`config.mk`:
```
export PLATFORM = sky130hd
export DESIGN_NAME = fetch_sequencer
export DESIGN_NICKNAME = d
export VERILOG_FILES = /design/src/rtl/fetch_pkg.sv /design/src/rtl/fetch_sequencer_next_pc_sel.sv /design/src/rtl/fetch_sequencer.sv
export SDC_FILE = /design/constraint.sdc
export NUM_CORES = 1
export LEC_CHECK = 0
export CAP_MARGIN = 20
export CORE_MARGIN = 3
export CORE_UTILIZATION = 44
export DETAILED_ROUTE_END_ITERATION = 6
export PLACE_DENSITY = 0.82
export REMOVE_ABC_BUFFERS = 1
export SKIP_LAST_GASP = 1
export SYNTH_ARGS = -nofsm -noshare
export SYNTH_HDL_FRONTEND = slang
export SYNTH_HIERARCHICAL = 1
export SYNTH_SLANG_ARGS = --single-unit
```
`constraint.sdc`:
```
create_clock -name clk_i -period 3.6 [get_ports clk_i]
set_input_delay 0.72 -clock clk_i [delete_from_list [all_inputs] [get_ports clk_i]]
set_output_delay 0.72 -clock clk_i [all_outputs]
set_load 0.03 [all_outputs]
```
`src/rtl/fetch_pkg.sv`:
```
// Shared definitions for the instruction-fetch sequencer: branch types, FSM
// states, opcode constants and the branch-condition helper.
package fetch_pkg;

    localparam logic [2:0] BT_NONE = 3'd0;
    localparam logic [2:0] BT_BEQ  = 3'd1;
    localparam logic [2:0] BT_BNE  = 3'd2;
    localparam logic [2:0] BT_BLE  = 3'd3;
    localparam logic [2:0] BT_BLT  = 3'd4;
    localparam logic [2:0] BT_BNEZ = 3'd5;

    localparam logic [5:0] OP_RTYPE = 6'h0;
    localparam logic [5:0] OP_J     = 6'h2;
    localparam logic [5:0] OP_JAL   = 6'h3;
    localparam logic [5:0] OP_BEQ   = 6'h4;

    typedef enum logic [1:0] {
        ST_IDLE  = 2'd0,
        ST_REQ   = 2'd1,
        ST_WAIT  = 2'd2,
        ST_ISSUE = 2'd3
    } state_t;

    // Unknown branch types fall through as not taken.
    function automatic logic branchTaken(input logic [2:0] bt, input logic zero, input logic neg);
        logic taken;
        case (bt)
            BT_BEQ:  taken = zero;
            BT_BNE:  taken = !zero;
            BT_BLE:  taken = zero | neg;
            BT_BLT:  taken = neg & !zero;
            BT_BNEZ: taken = !zero;
            default: taken = 1'b0;
        endcase
        return taken;
    endfunction

endpackage

```
`src/rtl/fetch_sequencer_next_pc_sel.sv`:
```
// Next-PC resolution: JR > jump > taken branch > sequential, with the
// selected target forced word-aligned and a misalignment indication.
module next_pc_sel
    import fetch_pkg::*;
(
    input  logic [31:0] i_pc,
    input  logic [25:0] i_instrField,
    input  logic        i_branch,
    input  logic [2:0]  i_branchType,
    input  logic        i_jump,
    input  logic        i_jr,
    input  logic [31:0] i_jrAddr,
    input  logic        i_aluZero,
    input  logic        i_aluNeg,
    output logic [31:0] o_nextPc,
    output logic        o_misalign
);

    logic [31:0] w_pc4;
    logic [31:0] w_jumpTarget;
    logic [31:0] w_branchTarget;
    logic [31:0] w_target;
    logic        w_taken;

    assign w_pc4          = i_pc + 32'd4;
    assign w_jumpTarget   = {w_pc4[31:28], i_instrField, 2'b00};
    assign w_branchTarget = w_pc4 + {{14{i_instrField[15]}}, i_instrField[15:0], 2'b00};
    assign w_taken        = i_branch && branchTaken(i_branchType, i_aluZero, i_aluNeg);

    always_comb begin
        w_target = w_pc4;
        if (i_jr) begin
            w_target = i_jrAddr;
        end else if (i_jump) begin
            w_target = w_jumpTarget;
        end else if (w_taken) begin
            w_target = w_branchTarget;
        end
    end

    assign o_nextPc   = {w_target[31:2], 2'b00};
    assign o_misalign = |w_target[1:0];

endmodule

```
`src/rtl/fetch_sequencer.sv`:
```
// Instruction-fetch sequencer: owns the PC, fetches one instruction at a time
// over a req/ack memory interface and issues it with a valid/ready handshake.
module fetch_sequencer
    import fetch_pkg::*;
#(
    parameter logic [31:0] RESET_PC = 32'h0000_0000,
    parameter int          CNT_W    = 32
) (
    input  logic             clk_i,
    input  logic             rst_i,
    output logic             imem_req_o,
    output logic [31:0]      imem_addr_o,
    input  logic             imem_ack_i,
    input  logic [31:0]      imem_data_i,
    output logic [31:0]      instr_o,
    output logic             instr_valid_o,
    input  logic             instr_ready_i,
    output logic [31:0]      pc_o,
    output logic [31:0]      link_pc_o,
    input  logic             branch_i,
    input  logic [2:0]       branch_type_i,
    input  logic             jump_i,
    input  logic             jr_i,
    input  logic [31:0]      jr_addr_i,
    input  logic             alu_zero_i,
    input  logic             alu_neg_i,
    output logic             misalign_o,
    output logic [CNT_W-1:0] retired_o
);

    state_t           r_state;
    logic [31:0]      r_pc;
    logic [31:0]      r_instr;
    logic             r_valid;
    logic             r_req;
    logic             r_misalign;
    logic [CNT_W-1:0] r_retired;
    logic [31:0]      w_nextPc;
    logic             w_misalign;

    next_pc_sel u_nextPcSel (
        .i_pc         (r_pc),
        .i_instrField (r_instr[25:0]),
        .i_branch     (branch_i),
        .i_branchType (branch_type_i),
        .i_jump       (jump_i),
        .i_jr         (jr_i),
        .i_jrAddr     (jr_addr_i),
        .i_aluZero    (alu_zero_i),
        .i_aluNeg     (alu_neg_i),
        .o_nextPc     (w_nextPc),
        .o_misalign   (w_misalign)
    );

    // Outputs are registered alongside the state so req/valid never glitch;
    // a late ack after reset lands in IDLE and is dropped.
    always_ff @(posedge clk_i) begin
        if (!rst_i) begin
            r_state    <= ST_IDLE;
            r_pc       <= RESET_PC;
            r_instr    <= 32'd0;
            r_valid    <= 1'b0;
            r_req      <= 1'b0;
            r_misalign <= 1'b0;
            r_retired  <= '0;
        end else begin
            case (r_state)
                ST_IDLE: begin
                    r_state <= ST_REQ;
                    r_req   <= 1'b1;
                end
                ST_REQ, ST_WAIT: begin
                    if (imem_ack_i) begin
                        r_instr <= imem_data_i;
                        r_req   <= 1'b0;
                        r_valid <= 1'b1;
                        r_state <= ST_ISSUE;
                    end else begin
                        r_state <= ST_WAIT;
                    end
                end
                ST_ISSUE: begin
                    if (instr_ready_i) begin
                        r_pc       <= w_nextPc;
                        r_misalign <= r_misalign | w_misalign;
                        r_retired  <= r_retired + CNT_W'(1);
                        r_valid    <= 1'b0;
                        r_req      <= 1'b1;
                        r_state    <= ST_REQ;
                    end
                end
                default: r_state <= ST_IDLE;
            endcase
        end
    end

    assign imem_req_o    = r_req;
    assign imem_addr_o   = r_pc;
    assign instr_o       = r_instr;
    assign instr_valid_o = r_valid;
    assign pc_o          = r_pc;
    assign link_pc_o     = r_pc + 32'd4;
    assign misalign_o    = r_misalign;
    assign retired_o     = r_retired;

endmodule

```
== Word level (Yosys, flattened, before mapping) ==
Cells that the tools add are included.

* Register bits: 99
* Word-level logic and storage cells: 47

* Add/sub/neg operators: 3
* Eq/ne operators: 10
* Muxes and demuxes: 13
* Bitwise gates (word level): 3
* Reduce and logical (&&, ||, !) cells: 11

{| class="wikitable"
|+ Operators by type and width
! operator !! count
|-
| $mux 32 || 3
|-
| $add 32x1->32 const B || 1
|-
| $add 32x3->32 const B || 1
|-
| $add 32x32->32 || 1
|-
| $eq 3x2->1 const B || 2
|-
| $eq 3x3->1 const B || 2
|-
| $pmux 2 s3 || 1
|-
| $reduce_and 2->1 || 3
|-
| $reduce_or 2->1 || 3
|-
| $mux 1 || 5
|-
| $eq 2x2->1 const B || 2
|-
| $ne 2x2->1 const B || 2
|-
| $pmux 1 s4 || 1
|-
| $eq 3x1->1 const B || 1
|-
| $pmux 1 s3 || 1
|-
| $reduce_and 3->1 || 1
|-
| $eq 2x1->1 const B || 1
|-
| $logic_not 2->1 || 1
|-
| $mux 2 || 1
|-
| $or 1x1->1 || 2
|-
| $pmux 1 s2 || 1
|-
| $reduce_bool 2->1 || 1
|-
| $and 1x1->1 || 1
|-
| $logic_and 1x1->1 || 1
|-
| $logic_not 1->1 || 1
|}

== Logic depth before layout (Yosys ltp) ==
Gate-level depths: netlist of the first run.

* Word-level depth: 9
* Mapped depth: 18
* Mapped depth without buffers: 18

== Cells and area by module ==
Netlist of the first run, hierarchy kept.

{| class="wikitable"
|+ Modules (own cells, without submodules)
! module !! times used !! cells each !! area each (um^2) !! sequential area each (um^2)
|-
| fetch_sequencer || 1 || 593 || 4964.8 || 2021.9
|-
| next_pc_sel || 1 || 479 || 3101.7 || 0.0
|}

== Worst setup path after synthesis of the first run ==
No wires, ideal clock.

* Kind: register -> register
* From: register r_pc[4], in the netlist imem_addr_o[4]
* To: register r_pc[30], in the netlist imem_addr_o[30]
* Library setup time: 0.122 ns
* Arrival: 4.156 ns
* Data required time: 3.478 ns
* Slack: -0.678 ns
* Cell stages (with the launch flop): 18
* Path buffers: 0
* Cells stage by stage: dfxtp_1 > nand3_1 > nor2_1 > and4_1 > nand3_1 > xnor2_1 > ha_1 > a21oi_1 > o21ai_0 > a21oi_1 > a21bo_1 > a21o_1 > a221o_1 > a221o_1 > a2111oi_2 > nor3_1 > nand2_1 > a21boi_0

* Cells in the longest elaborated chain, start to end: 5

{| class="wikitable"
|+ Ends and longest elaborated chain
! item !! line !! RTL
|-
| start, declared || fetch_sequencer.sv:32 || <nowiki>logic [31:0] r_pc;</nowiki>
|-
| start signal, assigned || fetch_sequencer.sv:84 || <nowiki>r_pc <= w_nextPc;</nowiki>
|-
| $add 32x3->32 * || fetch_sequencer_next_pc_sel.sv:25 || <nowiki>assign w_pc4 = i_pc + 32'd4;</nowiki>
|-
| $add 32x32->32 || fetch_sequencer_next_pc_sel.sv:27 || <nowiki>assign w_branchTarget = w_pc4 + {{14{i_instrField[15]}}, i_instrField[15:0], 2'b00};</nowiki>
|-
| $mux 32 || fetch_sequencer_next_pc_sel.sv:36 || <nowiki>end else if (w_taken) begin</nowiki>
|-
| $mux 32 * || fetch_sequencer_next_pc_sel.sv:34 || <nowiki>end else if (i_jump) begin</nowiki>
|-
| $mux 32 * || fetch_sequencer_next_pc_sel.sv:32 || <nowiki>if (i_jr) begin</nowiki>
|-
| via w_nextPc[30] || fetch_sequencer.sv:38 || <nowiki>logic [31:0] w_nextPc;</nowiki>
|}

Mark *: on every way through the listed nets, which the timed path passes. The rest lies on a longest branch.
A chain may end at the register's enable or synchronous reset.

== Worst setup path after layout of the first run ==
* From: register r_pc[3], in the netlist imem_addr_o[3]
* To: register r_pc[30], in the netlist imem_addr_o[30]

The elaborated chain is that of the path after synthesis.

==> flow_summary.json, run 1 <==
{
  "finalCritPeriodShare": 1.00,
  "antenna_found_initial": 0,
  "drv_cap": 0,
  "critPathKind": "reg -> reg",
  "synth_edf_count": 0,
  "gr-total-overflow": 0,
  "vdd_drop_max_v": 0.000246,
  "violations": "negative setup slack",
  "slew_violations": 0,
  "synth_ff_type": "dfxtp_1",
  "power_frac_comb": 0.322,
  "p_clk_frac": 0.303,
  "cts_buffers": 9,
  "drc": 0,
  "num_rows": 48,
  "swShare": 0.358,
  "io_pins": 239,
  "vias_per_cell": 5.70,
  "clkTransAtPathRegs_ns": 0.08,
  "insertion_delay_ns": 0.36,
  "cts-root-buf": "clkbuf_16",
  "antenna_cells": 0,
  "tightestPinTransition_ns": 0.611,
  "syn_area_sq_um": 8070,
  "rsz0062_at_grt": "yes",
  "numPortBuffers": 238,
  "cp_data_arrival_time_ns": 3.91,
  "drive_gt1_frac": 0.135,
  "seqPwrFrac": 0.375,
  "dp_hpwl_um": 20800,
  "final-setup-viol-count": 1,
  "min_path_type": "reg -> reg",
  "syn_avg_cell_area_sq_um": 7.52,
  "final_core_util": 0.654,
  "dr.pass1.iters": 5,
  "dr_total_vias": 8880,
  "gp_congestion": 0.942,
  "netlist_instances": 1072,
  "max_slew_margin": 0.592,
  "grt_pass1_vias": 8313,
  "wire_per_inst_um": 18.3,
  "antenna_left": 0,
  "p_sw_uw": 1200,
  "ys_seq_area_frac": 0.251,
  "synth_cell_types": 71,
  "async_flop_share": 0,
  "p_int_uw": 2140,
  "worstSetupStartpointType": "flip-flop",
  "timing.setup.tns_ns": -0.0138,
  "required_ns": 3.89,
  "first_iter_violations": 821,
  "worst_slack_ns": -0.0138,
  "p_leak_uw": 0.00462,
  "fmax_mhz": 277,
  "power_density_nw_per_um2": 290,
  "core-area_sq_um": 17600,
  "num-nets-final": 1445,
  "start_util": 0.458,
  "post-place-ws_ns": -0.203,
  "post-route-min-period_ns": 3.61,
  "synth_warnings": 6,
  "finalNonFillerCells": 1558,
  "finClkSkew_ns": 0.0111,
  "grt_pass1_wl_um": 44200,
  "clock_sinks": 101,
  "die-height_um": 141,
  "ys_ff_latch": 101,
  "grt_max_degree": 107,
  "die_x_um": 141,
  "final_hold_viol_count": 0,
  "end_kind": "flip-flop",
  "tritoncts": "built",
  "syn_to_final_growth_pct": 42.7,
  "fillers": 1457,
  "htree_levels": 3,
  "status": "finished, violations left",
  "placed_cells": 1536,
  "wl_um": 28400,
  "path_max_fanout": 6,
  "dieArea_sq_um": 20000,
  "grt_use_total": 0.272,
  "cts.path.max_buffers": 2
}
## cell usage after synthesis, drive strengths merged, types with 11 or more instances
master / count / area share
o211ai: 13 / 0.012
mux2i: 11 / 0.014
nand3: 44 / 0.028
a21boi: 71 / 0.066
nor2: 51 / 0.024
xnor2: 61 / 0.066
nand2: 226 / 0.11
and4: 18 / 0.020
o21ai: 38 / 0.024
xor2: 40 / 0.043
nand4: 25 / 0.022
and2: 27 / 0.021
nor3: 12 / 0.0099
a21o: 20 / 0.019
a21oi: 47 / 0.031
clkbuf: 40 / 0.019
ha: 40 / 0.062
inv: 18 / 0.0084
and3: 16 / 0.012
buf: 48 / 0.042
dfxtp: 101 / 0.25
## per-layer routing
metal,wire (um),track usage
met5,0,0
met4,675,0.0823
met3,2340,0.0445
met2,13400,0.454
met1,12100,0.362
## cell type report
class                      count  area [sq um]  share of cell area
multi-input combinational    865          5720               0.497
clock inverter                 6          62.6             0.00543
sequential                   101          2030               0.177
clock buffer                  10           239              0.0208
inverter                      19          71.3             0.00619
timing repair buffer         332          3110               0.270
tap                          225           282              0.0245
## final timing paths
check	from	end	slack [ns]	depth (start not counted)
hold / removal	instr_o[27]	instr_o[27]	0.47	2
hold reg to reg	instr_o[27]	instr_o[27]	0.47	2
setup / recovery	imem_addr_o[3]	imem_addr_o[30]	-0.01	16
setup reg to reg	imem_addr_o[3]	imem_addr_o[30]	-0.01	16
## flip-flops by register name, summed over array words and instances, names as in the netlist
name	flops
imem_addr_o	32
imem_req_o	1
instr_o	32
instr_valid_o	1
misalign_o	1
r_state	2
retired_o	32
## layout by cell type (no fill, tap or decap), types with 7 or more instances in the layout
| cell | synthesis | layout |
|---|---|---|
| xor2_1 | 40 | 40 |
| inv_1 | 18 | 18 |
| dlygate4sd2_1 | 0 | 7 |
| ha_1 | 40 | 34 |
| a21o_1 | 20 | 20 |
| nor2b_1 | 9 | 9 |
| buf_4 | 38 | 92 |
| nor2_1 | 51 | 50 |
| mux2i_1 | 11 | 11 |
| a31oi_1 | 9 | 9 |
| nand4_1 | 22 | 22 |
| and3_1 | 16 | 14 |
| a21oi_1 | 45 | 37 |
| a21boi_1 | 4 | 7 |
| a21oi_2 | 1 | 9 |
| dfxtp_1 | 101 | 94 |
| clkbuf_16 | 0 | 9 |
| xnor2_1 | 61 | 55 |
| a21boi_0 | 67 | 64 |
| o31ai_1 | 7 | 7 |
| o22ai_1 | 9 | 9 |
| clkdlybuf4s50_1 | 0 | 226 |
| nand2_1 | 226 | 224 |
| and4_1 | 17 | 14 |
| o21ai_0 | 36 | 30 |
| nand3_1 | 43 | 40 |
| nand2b_1 | 9 | 9 |
| and2_1 | 26 | 26 |
| o211ai_1 | 13 | 13 |
| a211oi_1 | 8 | 8 |
## metrics by stage
stage	hold slack, ns	instance area, sq um	power (uW)
6_report	0.469	11500	3340
5_1_grt	0.496	11500	3480
4_1_cts	0.474	11200	3320
3_5_place_dp	0.463	10900	2310
3_3_place_gp	0.450	10900	2300
2_1_floorplan	0.478	7580	1820
## power by group through the flow
stage	combinational [uW]	sequential (uW)	clock, uW
2_1_floorplan	396	1420	0
3_3_place_gp	1020	1270	0
3_5_place_dp	1040	1270	0
4_1_cts	1040	1250	1030
5_1_grt	1150	1260	1070
6_report	1070	1250	1010
## worst max-delay path, stage by stage, from the launching register on
cell and delay [ns]:
dfxtp_2 0.41, nand2_1 0.10, nor3_2 0.22, buf_4 0.15, xor2_1 0.22, ha_1 0.32, a21oi_2 0.18, o21ai_2 0.10
a21oi_1 0.16, a21bo_1 0.24, a21o_1 0.19, a221o_1 0.32, a221o_1 0.36, and4_1 0.24, nor3_2 0.11, nand2_1 0.07
a21boi_1 0.16
## what timing repair did
item                       in CTS  in global routing
hold endpoints to repair        0                  0
setup buffers                   0                  6
gates resized for setup        12                 60
setup endpoints to repair      13                 19
pin swaps                       2                 22
hold buffers                    0                  0
## logic make-up (layout without fill, tap and decap cells)
| group | count (synthesis) | after routing | share of synthesized area |
|---|---|---|---|
| and+or+nand+nor | 458 | 458 | 0.278 |
| buffers and inverters | 107 | 367 | 0.0698 |
| muxes | 12 | 12 | 0.0150 |
| other | 1 | 2 | 0.000465 |
| adders and majority gates | 41 | 41 | 0.0645 |
| xor gates and xnor gates | 101 | 101 | 0.110 |
| AOI/OAI and AO/OA | 251 | 251 | 0.212 |
| DFF | 101 | 101 | 0.251 |
Note: power is estimated with default switching activity, not from simulation.
==> run 2, diff against run 1 <==
CORE_UTILIZATION = 40   (was 44)
PLACE_DENSITY = 0.76   (was 0.82)
==> run 2 against run 1 <==
  * The run now ends clean
  * Via count is 1.7% lower
  * Wire length is 1.1% higher
  * Flip-flop and latch count stayed put
  * Clock power hardly changed
  * Count of clock-buffer cells in the layout is 1 lower
  * Register-to-register slack better by 0.04 ns
  * Critical path depth is 1 higher
  * Setup slack better by 0.038 ns
  * Critical path type unchanged
  * Largest cell class unchanged
==> flow_summary.json, run 2 (same netlist as run 1, synthesis figures left out) <==
{
  "status": "completed",
  "gr-total-overflow": 0,
  "cts_buffers": 9,
  "start_util": 0.410,
  "drive_gt1_frac": 0.143,
  "clock_sinks": 101,
  "final-setup-viol-count": 0,
  "tritoncts": "built",
  "wire_per_inst_um": 17.9,
  "p_leak_uw": 0.00471,
  "numPortBuffers": 238,
  "seqPwrFrac": 0.370,
  "rsz0062_at_grt": "yes",
  "insertion_delay_ns": 0.37,
  "drc": 0,
  "power_frac_comb": 0.321,
  "first_iter_violations": 758,
  "htree_levels": 3,
  "grt_pass1_vias": 8346,
  "cts.path.max_buffers": 2,
  "tightestPinTransition_ns": 0.870,
  "finalCritPeriodShare": 0.993,
  "antenna_left": 0,
  "worstSetupStartpointType": "flip-flop",
  "dr.pass1.iters": 7,
  "wl_um": 28800,
  "die-height_um": 148,
  "finClkSkew_ns": 0.0107,
  "max_slew_margin": 0.420,
  "slew_violations": 0,
  "critPathKind": "reg -> reg",
  "post-route-min-period_ns": 3.58,
  "core-area_sq_um": 19700,
  "cp_data_arrival_time_ns": 3.83,
  "holdWs_ns": 0.472,
  "grt_pass1_wl_um": 44400,
  "io_pins": 239,
  "num-nets-final": 1452,
  "timing.setup.tns_ns": 0,
  "cts-root-buf": "clkbuf_16",
  "post-place-ws_ns": -0.228,
  "cts_hold_buf": 0,
  "swShare": 0.366,
  "final_cell_mix": "clkdlybuf4s50_1, nand2_1, buf_4",
  "dp_hpwl_um": 21200,
  "die_x_um": 148,
  "syn_to_final_growth_pct": 44.6,
  "p_sw_uw": 1240,
  "reg2regPathDepth": 17,
  "grt_max_degree": 50,
  "required_ns": 3.85,
  "dr_total_vias": 8730,
  "final_hold_viol_count": 0,
  "path_max_fanout": 4,
  "p_clk_frac": 0.309,
  "dieArea_sq_um": 21900,
  "clkTransAtPathRegs_ns": 0.08,
  "p_int_uw": 2140,
  "vdd_drop_max_v": 0.000224,
  "min_path_type": "reg -> reg",
  "power_density_nw_per_um2": 290,
  "worst_slack_ns": 0.0243,
  "final_core_util": 0.593,
  "grt_use_total": 0.250,
  "vias_per_cell": 5.44,
  "num_rows": 51,
  "end_kind": "flip-flop",
  "antenna_found_initial": 0,
  "totalPowerFinal_uw": 3380,
  "fmax_mhz": 280,
  "drv_cap": 0,
  "gp_congestion": 0.945,
  "antenna_cells": 0,
  "whs_path_depth": 2,
  "layout_commonest_cell": "clkdlybuf4s50_1"
}
[run 2: cell types whose count changed in the layout (fill, tap and decap cells not counted), moves of 2 or more]
cell,change
buf_4,+6
dlygate4sd2_1,-4
a21oi_2,-3
dfxtp_2,+3
a21oi_4,+2
clkinvlp_4,-2
dfxtp_1,-2
dlymetal6s2s_1,+2
[run 2: power groups by stage]
stage / Clock [uW] / Sequential (uW) / Combinational (uW)
after floorplan: 0 / 1420 / 396
after global placement: 0 / 1270 / 1040
after detailed placement: 0 / 1270 / 1050
after CTS: 1060 / 1250 / 1060
after global routing: 1100 / 1260 / 1160
final: 1040 / 1250 / 1090
[run 2: routing by layer]
| layer | part of all wire | vias to the layer above | global-route usage |
|---|---|---|---|
| li1 | - | 4248 | - |
| met1 | 0.44 | 4156 | 0.334 |
| met2 | 0.48 | 299 | 0.422 |
| met3 | 0.064 | 27 | 0.0392 |
| met4 | 0.016 | 0 | 0.0674 |
| met5 | 0 | - | 0 |
[run 2: path summary, 6_finish.rpt]
kind              slack [ns]      startpoint         endpoint
setup / recovery        0.02  imem_addr_o[9]  imem_addr_o[30]
hold / removal          0.47     instr_o[29]      instr_o[29]
setup reg to reg        0.02  imem_addr_o[9]  imem_addr_o[30]
hold reg to reg         0.47     instr_o[29]      instr_o[29]
[run 2: worst max-delay path, cell delays in order (launching register included)]
cell and delay (ns):
dfxtp_1 0.36, nand3_2 0.10, nor2_4 0.12, and4_4 0.28
nand2_1 0.09, xnor2_2 0.15, ha_1 0.29, a21o_1 0.18
a21o_1 0.20, a21oi_2 0.17, o221ai_1 0.11, a21o_1 0.19
a221o_1 0.33, a221o_1 0.36, a2111oi_4 0.32, nor3_2 0.08
nand2_1 0.06, a21boi_1 0.07
[run 2: final cells by class]
type / count / area [sq um]
fill: 1799 / 7990
multi-input combinational: 865 / 5740
timing repair buffer: 339 / 3180
sequential: 101 / 2030
tap: 265 / 332
clock buffer: 9 / 225
clock inverter: 7 / 86.3
inverter: 19 / 71.3
[run 2: through the flow]
step / std cells / instance area [sq um]
2_1_floorplan: 985 / 7580
3_3_place_gp: 1581 / 11000
3_5_place_dp: 1581 / 11000
4_1_cts: 1599 / 11400
5_1_grt: 1605 / 11700
6_report: 1605 / 11700
[run 2: timing repair]
action                     in CTS  in global routing
pin swaps                       8                 24
setup endpoints to repair      12                 23
setup buffers                   2                  6
resized for setup              10                 70
==> run 3, diff against run 2 <==
ABC_AREA = 1   (was not set)
CORE_UTILIZATION = 35   (was 40)
PLACE_DENSITY = 0.67   (was 0.76)
==> run 3 against run 2 <==
  * Synthesized cell count rose by 49%
  * Synthesized area grew 15%
  * Utilization decreased by 11 points
  * Register-to-register slack improved by 0.21 ns
  * Setup slack better by 0.18 ns
==> flow_summary.json, run 3 <==
{
  "status": "completed",
  "worstSetupStartpointType": "flip-flop",
  "cts.path.max_buffers": 2,
  "grt_pass1_wl_um": 55000,
  "wire_per_inst_um": 16.6,
  "required_ns": 2.88,
  "tightestPinTransition_ns": 0.746,
  "postPlaceCellArea_sq_um": 12000,
  "synth_ff_type": "dfxtp_1",
  "syn_area_sq_um": 9250,
  "rsz0062_at_grt": "yes",
  "wl_um": 35700,
  "dr.pass1.iters": 5,
  "grt_pass1_vias": 10300,
  "die-height_um": 169,
  "finalCritPeriodShare": 0.944,
  "grt_use_total": 0.242,
  "dieArea_sq_um": 28400,
  "end_kind": "primary output",
  "layout_commonest_cell": "nand2_1",
  "synth_top_area_frac": 0.219,
  "post-place-ws_ns": 0.0109,
  "power_density_nw_per_um2": 345,
  "synth_warnings": 6,
  "path_max_fanout": 6,
  "drv_cap": 0,
  "dr_total_vias": 10900,
  "clock_sinks": 101,
  "design_area_sq_um": 12400,
  "max_slew_margin": 0.499,
  "yosysMostFrequentCell": "nand2_1",
  "finalNonFillerCells": 2157,
  "num-nets-final": 1939,
  "totalPowerFinal_uw": 4280,
  "post-route-min-period_ns": 3.40,
  "antenna_left": 0,
  "antenna_cells": 0,
  "cp_data_arrival_time_ns": 2.68,
  "fmax_mhz": 294,
  "critPathKind": "reg -> out",
  "final_hold_viol_count": 0,
  "vias_per_cell": 5.06,
  "min_path_type": "reg -> reg",
  "dp_hpwl_um": 28700,
  "fillers": 2756,
  "synth_common_cells": "nand2_1, nor2_1, inv_1",
  "drc": 0,
  "synth_edf_count": 0,
  "finClkSkew_ns": 0.0161,
  "first_iter_violations": 861,
  "io_pins": 239,
  "gp_congestion": 0.999,
  "start_util": 0.362,
  "ys_seq_area_frac": 0.219,
  "slew_violations": 0,
  "grt_max_degree": 40,
  "worst_slack_ns": 0.201,
  "numPortBuffers": 238,
  "cts-root-buf": "clkbuf_16",
  "gr-total-overflow": 0,
  "drive_gt1_frac": 0.0755,
  "htree_levels": 3,
  "synth_cell_types": 44,
  "post_cts_buffers": 0,
  "syn_to_final_growth_pct": 34.0,
  "syn_avg_cell_area_sq_um": 5.80,
  "final-setup-viol-count": 0,
  "insertion_delay_ns": 0.37,
  "ys_top_cells_by_area": "dfxtp_1, nand2_1, nor2_1",
  "num_rows": 58,
  "netlist_instances": 1595,
  "final_cell_mix": "nand2_1, nor2_1, clkdlybuf4s50_1",
  "die_x_um": 169,
  "placed_cells": 2141,
  "core-area_sq_um": 25500,
  "p_leak_uw": 0.00566,
  "yosysTopAreaCell": "dfxtp_1",
  "clkTransAtPathRegs_ns": 0.09,
  "async_flop_share": 0,
  "vdd_drop_max_v": 0.000301,
  "tritoncts": "built",
  "ys_ff_latch": 101,
  "antenna_found_initial": 0,
  "cts_buffers": 9
}
## run 3: final timing paths
| check | from | end | slack [ns] | cells past startpoint |
|---|---|---|---|---|
| hold reg to reg | misalign_o | misalign_o | 0.46 | 2 |
| setup / recovery | imem_addr_o[4] | link_pc_o[15] | 0.20 | 7 |
| setup reg to reg | imem_addr_o[2] | imem_addr_o[26] | 0.23 | 19 |
| hold / removal | misalign_o | misalign_o | 0.46 | 2 |
## run 3: cell families after synthesis
group           count (synthesis)  synth area share
simple gates                  887             0.411
other cells                     1          0.000405
compound gates                209             0.118
xor+xnor                       61            0.0586
buf+inv                       295             0.137
flops                         101             0.219
fa+ha+maj                      41            0.0563
## run 3: per-stage QoR
step	TNS (ns)	hold slack, ns	utilization
3_3_place_gp	0	0.439	0.469
2_1_floorplan	0	0.448	-
3_5_place_dp	0	0.444	0.469
6_report	0	0.459	0.485
5_1_grt	-0.120	0.485	0.485
4_1_cts	0	0.458	0.482
## run 3: timing repair
item,CTS,global route
endpoints found under the setup margin,1,17
gates resized for setup,2,23
hold buffers,0,0
## run 3: layout make-up
class                   instances  area [sq um]  share of cell area
clock inverters                 7           100             0.00807
multi-input cells            1200          6030               0.486
inverters                     220           826              0.0666
flip-flops and latches        101          2030               0.164
clock buffers                   9           225              0.0182
repair buffers                290          2780               0.224
well taps                     330           413              0.0333
## run 3: critical path, cell delays in order (launching register included)
cell             delay, ns
dfxtp_1               0.46
buf_4                 0.21
nand3_1               0.22
nor2_2                0.24
inv_2                 0.08
nor2_1                0.25
xor2_1                0.17
clkdlybuf4s50_1       0.69
## run 3: metal layers
layer,share of wire,global-route usage,up-vias
li1,-,-,5442
met4,0.033,0.0840,0
met3,0.089,0.0507,61
met5,0,0,-
met2,0.45,0.397,474
met1,0.43,0.316,4945
## run 3: report_power, final
| part | switching, uW | internal, uW | total, uW |
|---|---|---|---|
| clock network | 547 | 566 | 1110 |
| logic | 1090 | 697 | 1790 |
| registers | 140 | 1240 | 1380 |
| total | 1780 | 2500 | 4280 |
